## config.mk

```make
export PLATFORM = sky130hd
export DESIGN_NAME = hazard_scoreboard_flat
export DESIGN_NICKNAME = d
export VERILOG_FILES = /design/src/rtl/hazard_scoreboard_if.sv /design/src/rtl/hazard_scoreboard.sv /design/src/flat_wrapper.sv
export SDC_FILE = /design/constraint.sdc
export NUM_CORES = 1
export LEC_CHECK = 0
export CORE_MARGIN = 5
export CORE_UTILIZATION = 42
export CTS_BUF_LIST = sky130_fd_sc_hd__clkbuf_2
export CTS_CLUSTER_SIZE = 20
export DETAILED_ROUTE_END_ITERATION = 6
export PLACE_DENSITY = 0.64
export SKIP_CTS_REPAIR_TIMING = 1
export SLEW_MARGIN = 10
export SYNTH_ARGS = -nofsm -noshare
export SYNTH_HDL_FRONTEND = slang
export SYNTH_SLANG_ARGS = --single-unit
```

## constraint.sdc

```tcl
create_clock -name clk -period 4 [get_ports clk]
set_clock_uncertainty 0.05 [all_clocks]
set_input_delay 0.4 -clock clk [delete_from_list [all_inputs] [get_ports clk]]
set_output_delay 0.4 -clock clk [all_outputs]
set_load 0.01 [all_outputs]
```

## src/rtl/hazard_scoreboard_if.sv

```systemverilog
// ID-stage hazard bundle: decoded operand/destination info in, stall/flush and
// registered forwarding selects out.
interface hazard_scoreboard_if #(
  parameter int RW = 5,
  parameter int LW = 3,
  parameter int SW = 3
);
  logic          id_valid;
  logic [RW-1:0] id_rs1;
  logic          id_use_rs1;
  logic [RW-1:0] id_rs2;
  logic          id_use_rs2;
  logic          id_rs2_late;
  logic          id_wen;
  logic [RW-1:0] id_rd;
  logic [LW-1:0] id_lat;
  logic          ex_redirect;
  logic          stall;
  logic          flush;
  logic [SW-1:0] fw_sel1_ex;
  logic [SW-1:0] fw_sel2_ex;
  logic [SW-1:0] fw_sel2_mem;

  modport master (
    output id_valid, id_rs1, id_use_rs1, id_rs2, id_use_rs2, id_rs2_late,
           id_wen, id_rd, id_lat, ex_redirect,
    input  stall, flush, fw_sel1_ex, fw_sel2_ex, fw_sel2_mem
  );

  modport slave (
    input  id_valid, id_rs1, id_use_rs1, id_rs2, id_use_rs2, id_rs2_late,
           id_wen, id_rd, id_lat, ex_redirect,
    output stall, flush, fw_sel1_ex, fw_sel2_ex, fw_sel2_mem
  );
endinterface

```

## src/rtl/hazard_scoreboard.sv

```systemverilog
// Latency-aware hazard scoreboard: tracks in-flight destinations for DEPTH
// stages after ID, raises stalls and registers operand forwarding selects.
module hazard_scoreboard #(
  parameter int RW      = 5,
  parameter int DEPTH   = 3,
  parameter int MAX_LAT = 4,
  parameter int LW      = $clog2(MAX_LAT + 1),
  parameter int SW      = $clog2(DEPTH + 2)
) (
  input  logic               clk,
  input  logic               rst_n,
  hazard_scoreboard_if.slave bus
);

  logic [DEPTH:1] vld_q, vld_d;
  logic [RW-1:0]  rd_q  [1:DEPTH];
  logic [RW-1:0]  rd_d  [1:DEPTH];
  logic [LW-1:0]  lat_q [1:DEPTH];
  logic [LW-1:0]  lat_d [1:DEPTH];

  logic [SW-1:0] sel1_q, sel1_d;
  logic [SW-1:0] sel2_q, sel2_d;
  logic [SW-1:0] late_ex_q, late_ex_d;
  logic [SW-1:0] late_mem_q;

  logic          stall, bubble;
  logic          hit1, hit2, used1, used2, haz1, haz2;
  int            k1, k2;
  logic [LW-1:0] lat1, lat2;

  function automatic logic [LW-1:0] lat_norm(input logic [LW-1:0] l);
    return (l == '0) ? LW'(1) : l;
  endfunction

  function automatic logic [LW-1:0] lat_dec(input logic [LW-1:0] l);
    return (l == '0) ? '0 : l - LW'(1);
  endfunction

  // Youngest-match lookup: scan oldest to youngest so the smallest k lands last.
  always_comb begin
    hit1 = 1'b0; k1 = 0; lat1 = '0;
    hit2 = 1'b0; k2 = 0; lat2 = '0;
    for (int k = DEPTH; k >= 1; k--) begin
      if (vld_q[k] && rd_q[k] == bus.id_rs1) begin
        hit1 = 1'b1; k1 = k; lat1 = lat_q[k];
      end
      if (vld_q[k] && rd_q[k] == bus.id_rs2) begin
        hit2 = 1'b1; k2 = k; lat2 = lat_q[k];
      end
    end
  end

  always_comb begin
    used1  = bus.id_use_rs1 && (bus.id_rs1 != '0) && hit1;
    used2  = bus.id_use_rs2 && (bus.id_rs2 != '0) && hit2;
    haz1   = used1 && (lat1 > LW'(1));
    sel1_d = (used1 && k1 != DEPTH) ? SW'(k1 + 1) : '0;
    haz2      = 1'b0;
    sel2_d    = '0;
    late_ex_d = '0;
    // Store data is consumed a stage later, so one extra cycle of latency is tolerated.
    if (bus.id_rs2_late) begin
      haz2      = used2 && (lat2 > LW'(2));
      late_ex_d = (used2 && (k2 + 2 <= DEPTH)) ? SW'(k2 + 2) : '0;
    end else begin
      haz2   = used2 && (lat2 > LW'(1));
      sel2_d = (used2 && k2 != DEPTH) ? SW'(k2 + 1) : '0;
    end
    stall  = bus.id_valid && (haz1 || haz2) && !bus.ex_redirect;
    bubble = stall || bus.ex_redirect || !bus.id_valid;
  end

  always_comb begin
    vld_d[1] = bus.id_valid && bus.id_wen && (bus.id_rd != '0) && !stall && !bus.ex_redirect;
    rd_d[1]  = bus.id_rd;
    lat_d[1] = lat_norm(bus.id_lat);
    for (int k = 2; k <= DEPTH; k++) begin
      vld_d[k] = vld_q[k-1];
      rd_d[k]  = rd_q[k-1];
      lat_d[k] = lat_dec(lat_q[k-1]);
    end
  end

  // ID -> EX boundary: scoreboard shift and EX-side selects; EX -> MEM for the late select.
  always_ff @(posedge clk) begin
    if (!rst_n) begin
      vld_q      <= '0;
      sel1_q     <= '0;
      sel2_q     <= '0;
      late_ex_q  <= '0;
      late_mem_q <= '0;
    end else begin
      vld_q      <= vld_d;
      sel1_q     <= bubble ? '0 : sel1_d;
      sel2_q     <= bubble ? '0 : sel2_d;
      late_ex_q  <= bubble ? '0 : late_ex_d;
      late_mem_q <= late_ex_q;
    end
  end

  always_ff @(posedge clk) begin
    for (int k = 1; k <= DEPTH; k++) begin
      rd_q[k]  <= rd_d[k];
      lat_q[k] <= lat_d[k];
    end
  end

  assign bus.stall       = stall;
  assign bus.flush       = bus.ex_redirect;
  assign bus.fw_sel1_ex  = sel1_q;
  assign bus.fw_sel2_ex  = sel2_q;
  assign bus.fw_sel2_mem = late_mem_q;

endmodule

```

## src/flat_wrapper.sv

```systemverilog
// flat-port wrapper written by rule: the top's interface ports become plain ports
module hazard_scoreboard_flat 
#(
  parameter int RW      = 5,
  parameter int DEPTH   = 3,
  parameter int MAX_LAT = 4,
  parameter int LW      = $clog2(MAX_LAT + 1),
  parameter int SW      = $clog2(DEPTH + 2)
)
  (clk, rst_n, bus_id_valid, bus_id_rs1, bus_id_use_rs1, bus_id_rs2, bus_id_use_rs2, bus_id_rs2_late, bus_id_wen, bus_id_rd, bus_id_lat, bus_ex_redirect, bus_stall, bus_flush, bus_fw_sel1_ex, bus_fw_sel2_ex, bus_fw_sel2_mem);
  hazard_scoreboard_if #(.RW(RW), .LW(LW), .SW(SW)) bus_i ();
  input  logic clk;
  input  logic rst_n;
  input wire logic [$bits(bus_i.id_valid)-1:0] bus_id_valid;
  input wire logic [$bits(bus_i.id_rs1)-1:0] bus_id_rs1;
  input wire logic [$bits(bus_i.id_use_rs1)-1:0] bus_id_use_rs1;
  input wire logic [$bits(bus_i.id_rs2)-1:0] bus_id_rs2;
  input wire logic [$bits(bus_i.id_use_rs2)-1:0] bus_id_use_rs2;
  input wire logic [$bits(bus_i.id_rs2_late)-1:0] bus_id_rs2_late;
  input wire logic [$bits(bus_i.id_wen)-1:0] bus_id_wen;
  input wire logic [$bits(bus_i.id_rd)-1:0] bus_id_rd;
  input wire logic [$bits(bus_i.id_lat)-1:0] bus_id_lat;
  input wire logic [$bits(bus_i.ex_redirect)-1:0] bus_ex_redirect;
  output wire logic [$bits(bus_i.stall)-1:0] bus_stall;
  output wire logic [$bits(bus_i.flush)-1:0] bus_flush;
  output wire logic [$bits(bus_i.fw_sel1_ex)-1:0] bus_fw_sel1_ex;
  output wire logic [$bits(bus_i.fw_sel2_ex)-1:0] bus_fw_sel2_ex;
  output wire logic [$bits(bus_i.fw_sel2_mem)-1:0] bus_fw_sel2_mem;
  assign bus_i.id_valid = bus_id_valid;
  assign bus_i.id_rs1 = bus_id_rs1;
  assign bus_i.id_use_rs1 = bus_id_use_rs1;
  assign bus_i.id_rs2 = bus_id_rs2;
  assign bus_i.id_use_rs2 = bus_id_use_rs2;
  assign bus_i.id_rs2_late = bus_id_rs2_late;
  assign bus_i.id_wen = bus_id_wen;
  assign bus_i.id_rd = bus_id_rd;
  assign bus_i.id_lat = bus_id_lat;
  assign bus_i.ex_redirect = bus_ex_redirect;
  assign bus_stall = bus_i.stall;
  assign bus_flush = bus_i.flush;
  assign bus_fw_sel1_ex = bus_i.fw_sel1_ex;
  assign bus_fw_sel2_ex = bus_i.fw_sel2_ex;
  assign bus_fw_sel2_mem = bus_i.fw_sel2_mem;
  hazard_scoreboard #(.RW(RW), .DEPTH(DEPTH), .MAX_LAT(MAX_LAT), .LW(LW), .SW(SW)) u_core (.clk(clk), .rst_n(rst_n), .bus(bus_i));
endmodule
```

==> impl_metrics.csv <==
group,metric,value,unit
yosys,synth.yosys.seq_area_share,46.12,%
finish,post-route-util,55.19,%
timing,period_minus_slack,3477,ps
place,portBuffers,36,
detailed_routing,maxUsedRoutingLayer,"met4",
global_route,grt_util_all_layers,15.07,%
detailed_routing,routed_wirelength,3706,um
timing,fin_crit_sh,86.92,%
detailed_routing,met2RoutedLength,1749,um
yosys,synthesis.area,1693,um2
worst_setup_path,criticalPathCategory,"input port to output port",
die,num_io_pins,37,
pwr,power_density,356.0,nW/um2
worst_setup_path,timing.critical_path.arrival,3030,ps
detailed_routing,remaining_drc_errors,0,
cts,cts.sink_count,39,
cts,numCtsBuffers,5,
finish,fillCellCount,355,
finish,regArea,780.7,um2
die,design.die.area,5400,um2
finish,final_cell_mix,"sky130_fd_sc_hd__dfxtp_1 (39), sky130_fd_sc_hd__clkdlybuf4s50_1 (36), sky130_fd_sc_hd__xnor2_1 (20), sky130_fd_sc_hd__nor2_1 (12), sky130_fd_sc_hd__xor2_1 (10)",
yosys,synthesis.yosys.warnings,0,
pwr,vdd.ir_drop.worst,0.0001825,V
timing,finalMaxSlewViolations,0,
worst_setup_path,crit_fanout,8,
hold_path,worst_min_path_class,"register to register",
cts,clock_latency_reported_for_the_late_side_of_the_worst_skew_pair,410,ps
finish,leading_cell_type_in_the_layout_fill_and_taps_excluded,"sky130_fd_sc_hd__dfxtp_1",
timing,final-setup-viol-count,0,
finish,area_of_combinational_cells_with_multiple_inputs,889.6,um2
worst_setup_path,timing.critical_path.to_type,"output port",
timing,tightest_slew,537.8,ps
die,core,3943,um2
global_route,grt_pass1_wl,6065,um
global_route,grt_max_degree,14,
pwr,static-leakage-power,0.8164,nW
timing,highest_clock_frequency_the_design_can_meet,0.2876,GHz
cts,root_buffer,"sky130_fd_sc_hd__clkbuf_2",
detailed_routing,drt_first_iter_violations,56,
global_route,initial_antenna_violation_count,0,
global_route,globalRoute.totalOverflow,0,
yosys,synth.ff_latch_count,39,
place,hpwlAfterDp,3061,um
worst_setup_path,start_kind,"input port",
place,gpl.final_weighted_congestion,0.9120,
place,post-place-ws,525.1,ps
detailed_routing,routed_length_on_met3,250,um
cts,cts-root-to-sink-buffers,2,
finish,syn_to_final_growth,28.53,%
global_route,first_global_vias,1359,
yosys,dominantRegCellSynth,"sky130_fd_sc_hd__dfxtp_1",
yosys,synth_cell_type_count,43,
finish,layout_cell_share_with_drive_strength_beyond_1,11.82,%
die,floorplan.initialDensity,42.94,%
outcome,outcome,"completed",
die,floorplan.rows,23,
die,die_h,73.49,um
yosys,postSynthCellCount,160,
detailed_routing,m1WireLength,1579,um
finish,final_net_count,234,
timing,minimum_setup_slack_in_the_final_design,523.3,ps
timing,fin_setup_tns,0,ps
pwr,total_power_draw,0.0007745,W
timing,grt_setup_unrepaired,"no",
detailed_routing,vias_after_detailed_routing,1251,
detailed_routing,dr.pass1.iters,4,
yosys,synth_edf_count,0,
yosys,synth_area_per_cell,10.58,um2
detailed_routing,drtAntennaViolNets,0,
place,dpl-instance-area,2108,um2
cts,cts_tree,"yes",
flow_run,timing.max_cap.violations,0,
die,fp.dieW,73.49,um
detailed_routing,drt-wirelength-per-cell,14.65,um
cts,cts_max_level,2,
finish,ant_diodes,0,
detailed_routing,drt-vias-per-instance,4.945,
timing,finalHoldViolations,0,
cts,clk_pin_slew_worst_paths,210,ps
worst_setup_path,worst_ep_required_time,3550,ps
timing,headroom_to_the_max_slew_limit,63.87,%
finish,final_cell_area,2176,um2
yosys,async_reset_ff_share,0,%
==> cells by family (layout without fill, tap and decap cells) <==
| group | count (synthesis) | in the layout | share of synthesized area, % |
|---|---|---|---|
| xor gates and xnor gates | 30 | 30 | 15.52 |
| adders and majority gates | 6 | 6 | 4.434 |
| and+or+nand+nor | 58 | 58 | 20.18 |
| muxes | 2 | 2 | 1.256 |
| AOI/OAI and AO/OA | 17 | 17 | 10.50 |
| buffers and inverters | 7 | 48 | 1.774 |
| other | 1 | 3 | 0.2215 |
| DFF | 39 | 39 | 46.12 |
==> state kept, by name, indices dropped and copies added, names as in the netlist <==
register                flops
u_core.bus.fw_sel2_ex       3
u_core.lat_q                9
u_core.late_ex_q            3
u_core.rd_q                15
u_core.bus.fw_sel2_mem      3
u_core.vld_q                3
u_core.bus.fw_sel1_ex       3
==> where the power goes <==
group | leakage (nW) | internal (W) | switching [W] | total [W]
logic | 0.451 | 0.0000592 | 0.0000480 | 0.000107
registers | 0.325 | 0.000410 | 0.0000158 | 0.000426
clock network | 0.0410 | 0.000106 | 0.000136 | 0.000242
total | 0.816 | 0.000575 | 0.000199 | 0.000774
==> per-layer routing <==
layer	track usage, %	vias up
met5	0	-
met4	7.243	0
li1	-	633
met2	24.51	41
met3	5.062	13
met1	17.68	564
==> area by class of cell <==
cell class | instances | area share, %
clock buffers | 5 | 1.150
clock inverters | 3 | 1.955
inverters | 4 | 0.6901
multi-input cells | 116 | 40.89
flip-flops and latches | 39 | 35.88
well taps | 50 | 2.875
repair buffers | 36 | 16.56
==> cells in the mapped netlist (all sizes together) (2+ instances only) <==
master   number  area share [%]
xnor2        20              10
nor2b         2            0.74
nor2         12             2.7
nor3         10             3.3
inv           4            0.89
ha            6             4.4
nand3b        2            0.89
a21oi         3            0.89
or2           4             1.5
dfxtp        39              46
nand2b        2            0.74
o21ai         3            0.89
xor2         10             5.2
a2111oi       2             2.5
clkbuf        2            0.44
nand2         7             1.6
or4           3             1.3
nand4         3             1.1
nor4          2             2.0
and2          7             2.8
==> metrics by stage <==
| step | cells | hold slack [ps] |
|---|---|---|
| 3_5_place_dp | 245 | 344.0 |
| 4_1_cts | 253 | 361.1 |
| 2_1_floorplan | 162 | 323.2 |
| 5_1_grt | 253 | 350.7 |
| 6_report | 253 | 344.6 |
| 3_3_place_gp | 245 | 335.4 |
==> worst max-delay path, stage by stage <==
cell                              delay (ps)
sky130_fd_sc_hd__clkdlybuf4s50_1         570
sky130_fd_sc_hd__xnor2_1                 160
sky130_fd_sc_hd__nand4_1                 240
sky130_fd_sc_hd__a2111oi_4               390
sky130_fd_sc_hd__a211oi_2                100
sky130_fd_sc_hd__o32ai_4                 440
sky130_fd_sc_hd__and3b_1                 210
sky130_fd_sc_hd__clkdlybuf4s50_1         530
==> worst paths after layout <==
path	from	endpoint	slack, ps	cells after the start
min reg2reg	u_core.rd_q[0][5]	u_core.rd_q[0][10]	340	0
min	u_core.rd_q[0][5]	u_core.rd_q[0][10]	340	0
max	bus_id_rs2[2]	bus_stall	520	8
max reg2reg	u_core.rd_q[0][13]	u_core.bus.fw_sel1_ex[1]	1730	8
Note: power is estimated with default switching activity, not from simulation.
